===== src/rtl/lexer_pkg.sv =====
// Shared encodings for the lexer sequencer: FSM states, lexer step codes
// and the token kind codes carried in bits [7:0] of a lexer token.
`timescale 1ns/1ps
package lexer_pkg;

  typedef enum logic [2:0] {
    ST_IDLE    = 3'd0,
    ST_STEP    = 3'd1,
    ST_WAIT    = 3'd2,
    ST_CAPTURE = 3'd3,
    ST_FLUSH   = 3'd4,
    ST_DONE    = 3'd5
  } seq_state_t;

  localparam logic [7:0]  LEX_STEP_GO   = 8'd1;
  localparam logic [7:0]  LEX_STEP_HOLD = 8'd0;

  localparam logic [31:0] TOK_NONE      = 32'd0;

  // Kinds below 8 are structural codes; 8 and above are literal characters.
  localparam logic [7:0]  TOK_NUL       = 8'd0;
  localparam logic [7:0]  TOK_IDENT     = 8'd1;
  localparam logic [7:0]  TOK_NUMBER    = 8'd2;
  localparam logic [7:0]  TOK_EQUALS    = 8'd3;
  localparam logic [7:0]  TOK_LAMBDA    = 8'd4;
  localparam logic [7:0]  TOK_DOT       = 8'd5;
  localparam logic [7:0]  TOK_LPAREN    = 8'd6;
  localparam logic [7:0]  TOK_RPAREN    = 8'd7;

endpackage


===== src/rtl/token_fifo.sv =====
// First-word-fall-through token FIFO: the head word is visible on dout
// whenever the FIFO is non-empty, and pop consumes it.
`timescale 1ns/1ps
module token_fifo #(
  parameter int WIDTH = 32,
  parameter int DEPTH = 16
) (
  input  logic                     clk_25mhz,
  input  logic                     reset,
  input  logic                     push,
  input  logic [WIDTH-1:0]         din,
  input  logic                     pop,
  output logic [WIDTH-1:0]         dout,
  output logic [$clog2(DEPTH):0]   count,
  output logic                     empty,
  output logic                     full
);

  localparam int AW = $clog2(DEPTH);
  localparam int CW = AW + 1;

  logic [WIDTH-1:0] mem_q [DEPTH];
  logic [AW-1:0]    wr_ptr_q;
  logic [AW-1:0]    rd_ptr_q;
  logic [CW-1:0]    count_q;
  logic             do_push;
  logic             do_pop;

  assign empty   = (count_q == '0);
  assign full    = (count_q == CW'(DEPTH));
  assign do_pop  = pop && !empty;
  // A push into a full FIFO only lands if the head leaves in the same clock.
  assign do_push = push && (!full || do_pop);

  always_ff @(posedge clk_25mhz or posedge reset) begin
    if (reset) begin
      wr_ptr_q <= '0;
      rd_ptr_q <= '0;
      count_q  <= '0;
    end else begin
      if (do_push) wr_ptr_q <= wr_ptr_q + 1'b1;
      if (do_pop)  rd_ptr_q <= rd_ptr_q + 1'b1;
      if (do_push && !do_pop)      count_q <= count_q + 1'b1;
      else if (!do_push && do_pop) count_q <= count_q - 1'b1;
    end
  end

  always_ff @(posedge clk_25mhz) begin
    if (do_push) mem_q[wr_ptr_q] <= din;
  end

  assign dout  = mem_q[rd_ptr_q];
  assign count = count_q;

endmodule


===== src/rtl/lexer_sequencer.sv =====
// Feeds source bytes to the lexer one step at a time, captures emitted tokens
// into a FWFT FIFO, and flushes the lexer with NUL bytes after the last byte.
`timescale 1ns/1ps
module lexer_sequencer
  import lexer_pkg::*;
#(
  parameter int FIFO_DEPTH  = 16,
  parameter int LEX_LATENCY = 2,
  parameter int FLUSH_STEPS = 4
) (
  input  logic        clk_25mhz,
  input  logic        reset,
  input  logic [7:0]  src_data,
  input  logic        src_valid,
  output logic        src_ready,
  input  logic        src_last,
  output logic [7:0]  lex_data_in,
  output logic [7:0]  lex_step,
  input  logic [31:0] lex_data_out,
  output logic [31:0] tok_data,
  output logic        tok_valid,
  input  logic        tok_pop,
  output logic        busy,
  output logic        done
);

  localparam int CW = $clog2(FIFO_DEPTH) + 1;
  localparam int WW = (LEX_LATENCY > 1) ? $clog2(LEX_LATENCY) : 1;
  localparam int FW = $clog2(FLUSH_STEPS + 1);

  seq_state_t     state_q, state_d;
  logic [7:0]     lex_data_q, lex_data_d;
  logic           last_q, last_d;
  logic           flushing_q, flushing_d;
  logic [WW-1:0]  wait_cnt_q, wait_cnt_d;
  logic [FW-1:0]  flush_cnt_q, flush_cnt_d;

  logic [CW-1:0]  fifo_count;
  logic           fifo_empty;
  logic           fifo_full;
  logic           fifo_push;

  always_ff @(posedge clk_25mhz or posedge reset) begin
    if (reset) begin
      state_q     <= ST_IDLE;
      lex_data_q  <= 8'd0;
      last_q      <= 1'b0;
      flushing_q  <= 1'b0;
      wait_cnt_q  <= '0;
      flush_cnt_q <= '0;
    end else begin
      state_q     <= state_d;
      lex_data_q  <= lex_data_d;
      last_q      <= last_d;
      flushing_q  <= flushing_d;
      wait_cnt_q  <= wait_cnt_d;
      flush_cnt_q <= flush_cnt_d;
    end
  end

  always_comb begin
    state_d     = state_q;
    lex_data_d  = lex_data_q;
    last_d      = last_q;
    flushing_d  = flushing_q;
    wait_cnt_d  = wait_cnt_q;
    flush_cnt_d = flush_cnt_q;
    src_ready   = 1'b0;
    lex_step    = LEX_STEP_HOLD;
    fifo_push   = 1'b0;

    case (state_q)
      ST_IDLE, ST_DONE: begin
        // Accepting only with a free slot guarantees room for this byte's token.
        src_ready = !reset && (fifo_count <= CW'(FIFO_DEPTH - 1));
        if (src_valid && src_ready) begin
          lex_data_d = src_data;
          last_d     = src_last;
          flushing_d = 1'b0;
          state_d    = ST_STEP;
        end
      end
      ST_STEP: begin
        lex_step   = LEX_STEP_GO;
        wait_cnt_d = WW'(LEX_LATENCY - 1);
        state_d    = ST_WAIT;
      end
      ST_WAIT: begin
        // CAPTURE lands LEX_LATENCY clocks after the step pulse.
        wait_cnt_d = (wait_cnt_q == '0) ? '0 : wait_cnt_q - 1'b1;
        if (wait_cnt_q <= WW'(1)) state_d = ST_CAPTURE;
      end
      ST_CAPTURE: begin
        fifo_push = (lex_data_out != TOK_NONE);
        if (flushing_q && flush_cnt_q == '0) begin
          state_d = ST_DONE;
        end else if (flushing_q) begin
          state_d = ST_FLUSH;
        end else if (last_q) begin
          flush_cnt_d = FW'(FLUSH_STEPS);
          flushing_d  = 1'b1;
          state_d     = ST_FLUSH;
        end else begin
          state_d = ST_IDLE;
        end
      end
      ST_FLUSH: begin
        if (!fifo_full) begin
          lex_data_d  = 8'd0;
          flush_cnt_d = flush_cnt_q - 1'b1;
          state_d     = ST_STEP;
        end
      end
      default: state_d = ST_IDLE;
    endcase
  end

  token_fifo #(
    .WIDTH (32),
    .DEPTH (FIFO_DEPTH)
  ) u_token_fifo (
    .clk_25mhz (clk_25mhz),
    .reset     (reset),
    .push      (fifo_push),
    .din       (lex_data_out),
    .pop       (tok_pop),
    .dout      (tok_data),
    .count     (fifo_count),
    .empty     (fifo_empty),
    .full      (fifo_full)
  );

  assign lex_data_in = lex_data_q;
  assign tok_valid   = !fifo_empty;
  assign busy        = (state_q != ST_IDLE) && (state_q != ST_DONE);
  assign done        = (state_q == ST_DONE);

endmodule


===== config.mk =====
export PLATFORM = sky130hd
export DESIGN_NAME = lexer_sequencer
export DESIGN_NICKNAME = d
export VERILOG_FILES = /design/src/rtl/lexer_pkg.sv /design/src/rtl/token_fifo.sv /design/src/rtl/lexer_sequencer.sv
export SDC_FILE = /design/constraint.sdc
export NUM_CORES = 1
export LEC_CHECK = 0
export ABC_CLOCK_PERIOD_IN_PS = 8300
export BUFFER_PORTS_ARGS = -buffer_cell sky130_fd_sc_hd__buf_4
export CELL_PAD_IN_SITES_DETAIL_PLACEMENT = 0
export CELL_PAD_IN_SITES_GLOBAL_PLACEMENT = 2
export CORE_ASPECT_RATIO = 1.4
export CORE_MARGIN = 2
export CORE_UTILIZATION = 53
export CTS_CLUSTER_DIAMETER = 80
export CTS_CLUSTER_SIZE = 16
export DETAILED_ROUTE_END_ITERATION = 16
export PLACE_DENSITY_LB_ADDON = 0.1
export SYNTH_ARGS = -nofsm -noshare
export SYNTH_HDL_FRONTEND = slang
export SYNTH_SLANG_ARGS = --single-unit
export TNS_END_PERCENT = 1

===== constraint.sdc =====
create_clock -name clk_25mhz -period 8.3 [get_ports clk_25mhz]
set_clock_uncertainty 0.1 [all_clocks]
set_input_delay 2.075 -clock clk_25mhz [delete_from_list [all_inputs] [get_ports clk_25mhz]]
set_output_delay 2.075 -clock clk_25mhz [all_outputs]
set_load 0.02 [all_outputs]

==> flow_summary.yaml, run 1 <==
global_routing:
  antenna_found_initial: 0
  overflow: 0
  grt_pass1_vias: 10100
  grt_max_degree: 64
  grt_pass1_wl_microns: 65400
  globalRouteTotalUtil_pct: 22.5
drt:
  drc: 0
  viasPerCell: 6.01
  wirelength_microns: 44100
  drtIter0Drc: 1045
  vias: 9381
  wl_per_cell_microns: 28.2
  dr.pass1.iters: 5
  postRouteAntennaNets: 0
setup_path:
  critPathLaunchType: "register"
  worstPathCellList: "buf_4, mux4_2, mux4_2, buf_4"
  required_ns: 6.12
  cp-end-kind: "output pin"
  crit_type: "register to output pin"
  crit_start: "u_token_fifo.rd_ptr_q[0]"
  cpMaxStageDelayCell: "dfrtp_4"
  critical_path_buf_inv_count: 2
  crit_arrival_ns: 3.47
  rr_startpoint: "u_token_fifo.count[0]"
  max_stage_delay_ns: 0.96
  worstPathMaxFanout: 39
  path_delay_family: "multiplexers"
min_path:
  hold_path_class: "register to register"
  hp-start: "lex_data_in[6]"
synthesis:
  yosysWarnings: 0
  synth_seq_cells: 541
  synth_area_leaders: "edfxtp_1 (73%), mux4_2 (17%), dfrtp_1 (3.5%)"
  ys.flop_type: "edfxtp_1"
  yosysTopAreaCell: "edfxtp_1"
  synth_area_sq_um: 21000
  post_synth.cell_area_avg_sq_um: 23.1
  synth_edf_count: 512
  synth-seq-area-share_pct: 76.7
  synth_top_area_share_pct: 73.2
  async_flop_share_pct: 5.36
  syn_inst: 911
  ys_types: 43
cells_and_area:
  n_antenna_cell: 0
  syn_to_final_growth_pct: 11.1
  fin_nets: 1075
  drive_gt1_share_pct: 32.8
run:
  max_cap_violations: 0
status:
  status: "complete, no violations"
floorplan:
  die-area_sq_um: 41300
  start_util_pct: 53.5
  ios: 97
  core_area_sq_um: 39300
  rows: 86
  die_h_microns: 240
  die_width_microns: 172
sta:
  setup-tns-final_ns: 0
  relSlewSlack_pct: 38.1
  fmax_mhz: 177
  whs_ns: 0.385
  drv_slew: 0
  setup_violations: 0
  rsz0062_at_grt: "false"
  timing_hold_violations_final: 0
  min_period_ns: 5.64
  worst_slew_pin_slew_ns: 0.927
  period_share_pct: 68.0
placed_design:
  dp_hpwl_microns: 23700
  io_buffers: 89
  globalplace.congestion: 0.749
clock_network:
  clock_path_buffers: 3
  postCtsSetupBuffers: 0
  cts.sinks: 541
  clk_latency_ns: 0.55
  cts_resized: 0
  cts_tree: "built"
  cts_buffers: 39
  hold_buffers: 0
  root_buffer: "clkbuf_16"
  htree_levels: 2
  path_clk_slew_ns: 0.07
power_and_ir_drop:
  ir_drop_mv: 0.190
  p_per_area_nw_per_um2: 320
  power_leakage_nw: 7.53
## logic make-up after synthesis
logic type / count (synthesis) / share of synthesized area [%]
mux: 163 / 17.3
flops: 541 / 76.7
compound gates: 30 / 0.846
fa+ha+maj: 12 / 0.751
xor+xnor: 11 / 0.459
simple gates: 91 / 2.28
other cells: 1 / 0.0179
buf+inv: 62 / 1.67
## cells in the final DEF (no fill, tap or decap), types with 5 or more instances in the layout
cell type and count:
nor4_1 8, mux4_2 160, ha_1 11, clkbuf_1 14, and3_2 15, o21ai_0 17
buf_4 111, xnor2_1 9, edfxtp_1 512, nand2_1 29, dfrtp_1 25, inv_1 10
conb_1 7, clkbuf_16 41, nor2_1 11, a21oi_1 5
## through the flow
stage                     instances  area (sq um)  worst slack [ns]  total power [mW]  util [%]
final                          1561         23300              2.66              7.46      59.4
after detailed placement       1505         22300              3.04              5.83      56.7
after global routing           1561         23300              2.38              7.81      59.4
after floorplan                 917         21000              2.84              5.11         -
after CTS                      1561         23300              2.51              7.57      59.4
after global placement         1505         22300              3.10              5.82      56.7
## final cells by class
cell class                      count  area [sq um]
Tap cell                          528           661
Fill cell                        2800         15900
Timing Repair Buffer              112           853
Multi-Input combinational cell    314          4600
Sequential cell                   541         16100
Inverter                           10          37.5
Clock inverter                      1          5.00
Clock buffer                       55          1080
## sequential cells by signal, indices dropped and copies added, names as in the netlist
register,flops
u_token_fifo.mem_q,512
lex_data_in,8
u_token_fifo.count,5
u_token_fifo.rd_ptr_q,4
u_token_fifo.wr_ptr_q,4
flush_cnt_q,3
state_q,3
flushing_q,1
last_q,1
## report_power, final
part / switching [mW] / internal, mW / leakage [nW] / total (mW)
combinational: 1.12 / 1.18 / 2.05 / 2.30
sequential: 0.224 / 3.18 / 4.96 / 3.41
clock: 0.859 / 0.899 / 0.526 / 1.76
## path summary, 6_finish.rpt
| check | to | slack (ns) | cells past startpoint |
|---|---|---|---|
| max in group asynchronous | u_token_fifo.rd_ptr_q[0] | 6.25 | 3 |
| setup / recovery | tok_data[3] | 2.66 | 4 |
| hold reg to reg | lex_data_in[6] | 0.38 | 2 |
| hold / removal | lex_data_in[6] | 0.38 | 2 |
| min in group asynchronous | state_q[1] | 1.52 | 3 |
| setup reg to reg | u_token_fifo.count[4] | 4.83 | 10 |
## metal layers
metal / wire length (microns) / global-route usage [%] / vias up
li1: - / - / 3995
met2: 23500 / 39.3 / 210
met1: 18000 / 30.3 / 5128
met4: 803 / 5.35 / 0
met5: 0 / 0 / -
met3: 1690 / 2.97 / 48
## synth_stat cells (all sizes together) (3+ instances only)
master and count:
a21oi 5, and2 3, and3 15, buf 35
clkbuf 17, dfrtp 29, edfxtp 512, ha 11
inv 10, mux4 160, nand2 29, nand2b 4
nand3 3, nand4 4, nor2 11, nor2b 4
nor4 9, o21ai 17, xnor2 9
## tightest hold or removal path, delay by kind of cell (launching register included)
family             cells  cell delay, ns
DFF                    1            0.35
AOI/OAI and AO/OA      1            0.06
and+or+nand+nor        1            0.04
Power figures use the tool's default switching activity.
==> run 2: changes to the inputs <==
--- a/config.mk
+++ b/config.mk
@@ -5,13 +5,13 @@
 export SDC_FILE = /design/constraint.sdc
 export NUM_CORES = 1
 export LEC_CHECK = 0
-export ABC_CLOCK_PERIOD_IN_PS = 8300
+export ABC_CLOCK_PERIOD_IN_PS = 5500
 export BUFFER_PORTS_ARGS = -buffer_cell sky130_fd_sc_hd__buf_4
 export CELL_PAD_IN_SITES_DETAIL_PLACEMENT = 0
 export CELL_PAD_IN_SITES_GLOBAL_PLACEMENT = 2
 export CORE_ASPECT_RATIO = 1.4
 export CORE_MARGIN = 2
-export CORE_UTILIZATION = 53
+export CORE_UTILIZATION = 49
 export CTS_CLUSTER_DIAMETER = 80
 export CTS_CLUSTER_SIZE = 16
 export DETAILED_ROUTE_END_ITERATION = 16
==> constraint.sdc (replaced) <==
create_clock -name clk_25mhz -period 5.5 [get_ports clk_25mhz]
set_clock_uncertainty 0.1 [all_clocks]
set_input_delay 1.375 -clock clk_25mhz [delete_from_list [all_inputs] [get_ports clk_25mhz]]
set_output_delay 1.375 -clock clk_25mhz [all_outputs]
set_load 0.02 [all_outputs]
==> flow_summary.yaml, run 2 (synthesized netlist as in run 1, its figures left out) <==
drt:
  wl_per_cell_microns: 28.7
  drtIter0Drc: 995
  vias: 9488
  drc: 0
  viasPerCell: 5.99
  dr.pass1.iters: 7
  wirelength_microns: 45400
  postRouteAntennaNets: 0
sta:
  fmax_mhz: 220
  setup-tns-final_ns: 0
  worst_slew_pin_slew_ns: 0.910
  fin_ws_ns: 0.945
  rsz0062_at_grt: "false"
  timing_hold_violations_final: 0
  relSlewSlack_pct: 39.2
  period_share_pct: 82.8
  drv_slew: 0
  setup_violations: 0
  min_period_ns: 4.55
  whs_ns: 0.391
setup_path:
  critPathLaunchType: "register"
  cp-end-kind: "output pin"
  crit_type: "register to output pin"
  required_ns: 4.03
  crit_arrival_ns: 3.08
  worstPathMaxFanout: 31
clock_network:
  hold_buffers: 0
  htree_levels: 2
  clock_path_buffers: 3
  path_clk_slew_ns: 0.07
  cts_buffers: 39
  cts_tree: "built"
  postCtsSetupBuffers: 0
  clk_latency_ns: 0.54
  root_buffer: "clkbuf_16"
  cts_resized: 0
  cts.sinks: 541
cells_and_area:
  largest_reg_flops: 512
  syn_to_final_growth_pct: 11.6
  fillCellCount: 3145
  fin_nets: 1081
  final_cells: 1583
  n_antenna_cell: 0
  layout_commonest_cell: "edfxtp_1"
  regMostFlops: "u_token_fifo.mem_q"
  drive_gt1_share_pct: 33.2
  final_cell_mix: "edfxtp_1 (512), mux4_2 (160), buf_4 (112)"
status:
  status: "complete, no violations"
global_routing:
  globalRouteTotalUtil_pct: 21.1
  grt_pass1_wl_microns: 66700
  grt_pass1_vias: 10000
  antenna_found_initial: 0
  grt_max_degree: 68
  overflow: 0
placed_design:
  io_buffers: 89
  globalplace.congestion: 0.706
  dp_slack_ns: 1.08
  dp_hpwl_microns: 25800
  dp_cells: 1529
floorplan:
  die_width_microns: 179
  die-area_sq_um: 44600
  ios: 97
  die_h_microns: 249
  start_util_pct: 49.8
  core_area_sq_um: 42200
  rows: 89
run:
  max_cap_violations: 0
min_path:
  hold_path_class: "register to register"
power_and_ir_drop:
  p_per_area_nw_per_um2: 484
  power_leakage_nw: 7.57
  ir_drop_mv: 0.296
## run 2: cell count changes in the layout (fill, tap and decap cells not counted)
cell / before / now
buf_12: 1 / 6
clkbuf_16: 41 / 39
buf_4: 111 / 112
clkbuf_1: 14 / 13
inv_6: 0 / 1
## run 2: critical path: stages, from the launching register on
cell	delay [ns]
dfrtp_4	0.87
buf_4	0.41
mux4_2	0.56
mux4_2	0.51
buf_4	0.18
## run 2: metrics by stage
stage | util (%) | total power, mW | instance area, sq um
after CTS | 55.5 | 11.5 | 23400
after floorplan | - | 7.70 | 21000
after global placement | 53.0 | 8.92 | 22400
after global routing | 55.5 | 11.9 | 23400
final | 55.5 | 11.3 | 23400
after detailed placement | 53.0 | 8.94 | 22400
## run 2: where the power goes
group          total [mW]  internal, mW  switching, mW
clock network        2.60          1.30           1.30
logic                3.59          1.84           1.75
registers            5.16          4.80          0.355
total                11.3          7.94           3.40
## run 2: path summary, 6_finish.rpt
path	start	end	slack, ns	cells past startpoint
max	u_token_fifo.rd_ptr_q[0]	tok_data[21]	0.95	4
min	flush_cnt_q[0]	flush_cnt_q[0]	0.39	1
max reg2reg	u_token_fifo.count[0]	u_token_fifo.count[4]	2.15	10
min reg2reg	flush_cnt_q[0]	flush_cnt_q[0]	0.39	1
max in group asynchronous	reset	u_token_fifo.count[2]	3.71	3
min in group asynchronous	reset	state_q[2]	0.91	2
## run 2: layout make-up
type	instances	area, sq um	area share (%)
inverter	10	37.5	0.160
timing repair buffer	118	961	4.10
tap	546	683	2.92
multi-input combinational	314	4600	19.6
sequential	541	16100	68.8
clock inverter	2	13.8	0.0588
clock buffer	52	1020	4.37
## run 2: routing by layer
metal	track usage (%)	vias up	wire (microns)
met5	0	-	0
met4	4.81	0	833
met3	2.99	49	2220
met2	34.6	269	23100
met1	30.2	5145	19300
li1	-	4025	-
